[config.mk]
export PLATFORM = sky130hd
export DESIGN_NAME = irq_flag_reg
export DESIGN_NICKNAME = d
export VERILOG_FILES = /design/src/rtl/irq_flag_reg.sv
export SDC_FILE = /design/constraint.sdc
export NUM_CORES = 1
export LEC_CHECK = 0
export CORE_MARGIN = 5
export CORE_UTILIZATION = 24
export CTS_CLUSTER_SIZE = 8
export DETAILED_ROUTE_END_ITERATION = 7
export MAX_ROUTING_LAYER = met4
export PLACE_DENSITY = 0.71
export RECOVER_POWER = 100
export SYNTH_ARGS = -nofsm -noshare
export SYNTH_HDL_FRONTEND = slang
export SYNTH_SLANG_ARGS = --single-unit
[constraint.sdc]
create_clock -name CLK -period 1.1 [get_ports CLK]
set_input_delay 0.22 -clock CLK [delete_from_list [all_inputs] [get_ports CLK]]
set_output_delay 0.22 -clock CLK [all_outputs]
set_load 0.03 [all_outputs]
[src/rtl/irq_flag_reg.sv]
// Interrupt flag register (IF, 0xFF0F): latches peripheral requests, cleared by core ack or CPU write.
// Latency: one CLK edge from request/ack/write to flag; read path is combinational.
// Backpressure: none; requests are strobes and a set always wins, so no request is lost.
// Optional IRQ_EDGE_DETECT_EN: edge-triggered request capture (default build is level-triggered).
module irq_flag_reg (
    input  logic        CLK,
    input  logic        RES,
    input  logic [15:0] A,
    input  logic        RD,
    input  logic        WR,
    input  logic [7:0]  D_IN,
    output logic [7:0]  D_OUT,
    output logic        D_OE,
    input  logic [4:0]  INT_REQ,
    input  logic [7:0]  CPU_IRQ_ACK,
    output logic [7:0]  CPU_IRQ_TRIG,
    output logic        IRQ_PEND
);

    logic [4:0] if_q;
    logic [4:0] if_d;
    logic [4:0] ack_q;
    logic [4:0] set_vec;
    logic [4:0] clr_vec;
    logic       sel;
    logic       wr_sel;

    // Upper data/ack bits carry no state in this register.
    logic       unused_hi;
    assign unused_hi = &{1'b0, D_IN[7:5], CPU_IRQ_ACK[7:5]};

    assign sel    = (A == 16'hFF0F);
    assign wr_sel = WR & sel;

`ifdef IRQ_EDGE_DETECT_EN
    logic [4:0] req_q;

    always_ff @(posedge CLK or posedge RES) begin
        if (RES) begin
            req_q <= 5'h00;
        end else begin
            req_q <= INT_REQ;
        end
    end

    assign set_vec = INT_REQ & ~req_q;
`else
    assign set_vec = INT_REQ;
`endif

    // A held ack clears only once, so a flag re-raised during the ack survives.
    assign clr_vec = CPU_IRQ_ACK[4:0] & ~ack_q;

    // Per bit: set beats write, write beats ack-clear.
    always_comb begin
        if_d = if_q;
        for (int i = 0; i < 5; i++) begin
            if (set_vec[i]) begin
                if_d[i] = 1'b1;
            end else if (wr_sel) begin
                if_d[i] = D_IN[i];
            end else if (clr_vec[i]) begin
                if_d[i] = 1'b0;
            end
        end
    end

    always_ff @(posedge CLK or posedge RES) begin
        if (RES) begin
            if_q  <= 5'h00;
            ack_q <= 5'h00;
        end else begin
            if_q  <= if_d;
            ack_q <= CPU_IRQ_ACK[4:0];
        end
    end

    assign D_OUT        = {3'b111, if_q};
    assign D_OE         = RD & sel;
    assign CPU_IRQ_TRIG = {3'b000, if_q};
    assign IRQ_PEND     = |if_q;

endmodule

---- Word-level counts from Yosys, hierarchy flattened ----
Index checks and enable logic that the tools add are counted.
operators by class
  $add $sub $neg .......................... 0
  $mul .................................... 0
  divide/modulo/power cells ............... 0
  $lt $le $gt $ge ......................... 0
  eq/ne operators ......................... 1
  shift-type cells ........................ 0
  mux-type cells .......................... 15
  bitwise logic cells ..................... 4
  reductions and logical operators ........ 6
operator list
  operator                                number
  == test 16 bit (second input constant)  1
  2-to-1 mux 1 bit                        15
  nonzero test 3 bit                      5
  bitwise AND 5 bit                       1
  NOT 5 bit                               1
  OR reduction 5 bit                      1
  bitwise AND 1 bit                       2
word-level totals
  bits in registers ....................... 10
  bits in latches ......................... 0
  RAM bits ................................ 0
  bits in read-only memories .............. 0
  bits of input ports ..................... 41
  output and inout bits ................... 18
  logic and storage cells ................. 32
  memories kept ........................... 0

---- Logic depth before layout (Yosys ltp) ----
  word-level depth ........................ 5
  gate-level depth with buffers ........... 4
  mapped depth without buffers ............ 4

---- Worst setup path before layout ----
OpenSTA, ideal clock, no wires.
  path kind ............................... input port to output port
  start ................................... input port A[4]
  end ..................................... output port D_OE
  data arrival time ....................... 0.983 ns
  data required time ...................... 0.880 ns
  path slack .............................. -0.103 ns
  stages .................................. 3
  path buffers ............................ 0
  cells stage by stage .................... nand4b_1 -> nor4_2 -> and2_2
on the way
  longest elaborated chain between the ends .. 2
ends and longest elaborated chain
  what                line  RTL
  start: declaration  8     input logic [15:0] A,
  == test 16 bit      32    assign sel = (A == 16'hFF0F);
  bitwise AND 1 bit   79    assign D_OE = RD & sel;
  end: declaration    13    output logic D_OE,
Every way passes these cells.

---- Worst setup path in the final report ----
Ends and elaborated chain as after synthesis.

==> metrics <==
Root Buffer=clkbuf_4; largest net degree at the start of global routing=11; DRC viols=0; FF/Latch Area=253 um^2; Core Rows=17; final setup violation count=12; hold crit path type=in2async; switch share=26.0%; Fmax achieved=0.757 GHz; Vias=523; vias in the first global route=534; Gate power share=30.4%; vias per cell=3.93; Synth cell types=16; RSZ-0062 raised after global routing=true; Die Wd=57.6 um; Cells after Synth=54; critical path launch point type=input pin; Antenna Nets Post-Route=0; Async S/R FF share, synth=100%; Setup crit start=A[4]; worst-case reg-to-reg path depth=4; static leakage=0.000512 uW; failing checks=negative setup slack; Reg power frac=39.2%; critical path class=in2out; CTS tree=built; top cell type by total area after synthesis=dfrtp_1; Synth Flop Type=dfrtp_1; Final Cycle Share=120%; CP Capture Type=output port; first-pass GRT wire length=2350 um; clk slew on worst S/H paths=0.06 ns; DP HPWL=1260 um; synth-to-layout area growth=97.7%; status=finished with violations; Setup Skew=0.0000475 ns; H-tree levels=1; FF-to-FF Start=if_q[0]; Tmin final=1.32 ns; setup ws final=-0.222 ns; Final Hold Viols=0; routability cong.=0.675; Max Cap Viol=0; core area=2190 um^2; port buffer count=46; gr ovfl total=0; Yosys warnings=0; fraction of layout cells with a size suffix above 1=38.1%; Multi-input gate area=236 um^2; Pre-Repair DR Iteration Count=4; Die ar.=3310 um^2; CP Max Fanout=2; I/O Pins=59; Post-synth top cells=buf_4, dfrtp_1, nor2_1; DRT iter0 DRCs=11; Mean Syn Cell Area=10.1 um^2; post-layout util=49.0%; Post-synth EDFFs=0; Mapped Area=543 um^2; top cells by area, synth=dfrtp_1, buf_4, mux2i_1, nand2b_1, a21oi_1; arrival time of the worst setup path=1.10 ns; Clock Sinks=10; sequential fraction of the synthesis area=46.1%; maximum VDD drop=0.949 mV; Clock Latency Late Sink=0.26 ns; Synth top area share=46.1%; Seq cells post-synth=10; Layout Nets=147; max-slew violation count=0; DR WL/cell=10.9 um; CTS Buf Count=3; Internal Pwr Total=762 uW; Initial Util=24.8%; clock share of power=30.4%; # hold bufs at CTS=0; chip height=57.6 um; Crit path required time=0.88 ns; Routed Wire Length=1450 um; Bufs on Longest Clock Path=2; # fillers=217; ant diodes=0; pre-CTS setup slack=-0.623 ns; P_sw=268 uW; PD cells=960 nW/um^2; cell with the most instances after synthesis=buf_4; gr usage total=9.79%; initial antenna violation count=0
## kinds of logic (layout without fill, tap and decap cells)
| kind of cell | Yosys count | in the layout | synth area share (%) |
|---|---|---|---|
| simple gates | 20 | 20 | 22.8 |
| buf+inv | 12 | 59 | 15.9 |
| flops | 10 | 10 | 46.1 |
| compound gates | 5 | 5 | 4.61 |
| mux | 5 | 5 | 9.22 |
| other cells | 2 | 6 | 1.38 |
## final timing paths
| path | endpoint | slack (ns) |
|---|---|---|
| min | ack_q[1] | 0.37 |
| min reg2reg | if_q[0] | 0.62 |
| max reg2reg | if_q[0] | 0.12 |
| max | D_OE | -0.22 |
| max in group asynchronous | if_q[0] | 0.45 |
| min in group CLK | if_q[4] | 0.55 |
## repair_timing
| action | 4_1_cts | 5_1_grt |
|---|---|---|
| pin swaps | 8 | 4 |
| buffers inserted | 4 | 1 |
| endpoints found under the hold margin | 0 | 0 |
| gates resized for setup | 64 | 2 |
| endpoints found under the setup margin | 17 | 17 |
## power groups by stage
stage / sequential, uW / clock [uW] / combinational, uW
finish: 404 / 313 / 313
CTS: 404 / 328 / 320
detailed placement: 405 / 0 / 305
floorplan: 433 / 0 / 121
global route: 406 / 363 / 334
global placement: 404 / 0 / 303
## layer usage
metal / up-vias / track usage [%] / routed length [um]
met1: 239 / 9.03 / 464
met4: 0 / 1.99 / 0
met5: - / - / 0
li1: 266 / - / -
met3: 0 / 4.98 / 108
met2: 18 / 17.9 / 874
## through the flow
step	total power (uW)	hold WS, ns	instances	area, um^2	setup TNS [ns]
global placement	707	0.523	126	987	-3.54
CTS	1050	0.239	132	1090	-0.987
detailed placement	710	0.525	126	987	-3.84
floorplan	554	0.0600	58	564	-0.220
global route	1100	0.387	133	1070	-1.65
finish	1030	0.369	133	1070	-1.04
## placed cells by master (no fill, tap or decap), types with 3 or more instances in the layout
cell and instances:
clkdlybuf4s15_1 4, a21oi_1 5, dlygate4sd3_1 6, mux2i_1 5, clkbuf_4 3, clkdlybuf4s50_1 12, clkbuf_2 3, nor2_1 6
conb_1 6, dlygate4sd2_1 3, nand2b_1 5, dfrtp_1 8, buf_2 6, buf_6 18
## sequential cells by signal (all words and copies together) (netlist names)
signal  count
if_q        5
ack_q       5
## worst max-delay path: stages
cell	delay [ns]
buf_6	0.08
nand4b_1	0.18
nor4_2	0.30
and2_4	0.19
buf_6	0.12
## final cells by class
class | instances | share of cell area [%]
clock buffer | 4 | 3.38
sequential | 10 | 23.5
tap | 28 | 3.26
inverter | 1 | 0.350
multi-input combinational | 36 | 22.0
timing repair buffer | 54 | 47.4
No activity file was read; power rests on OpenSTA's default activity.
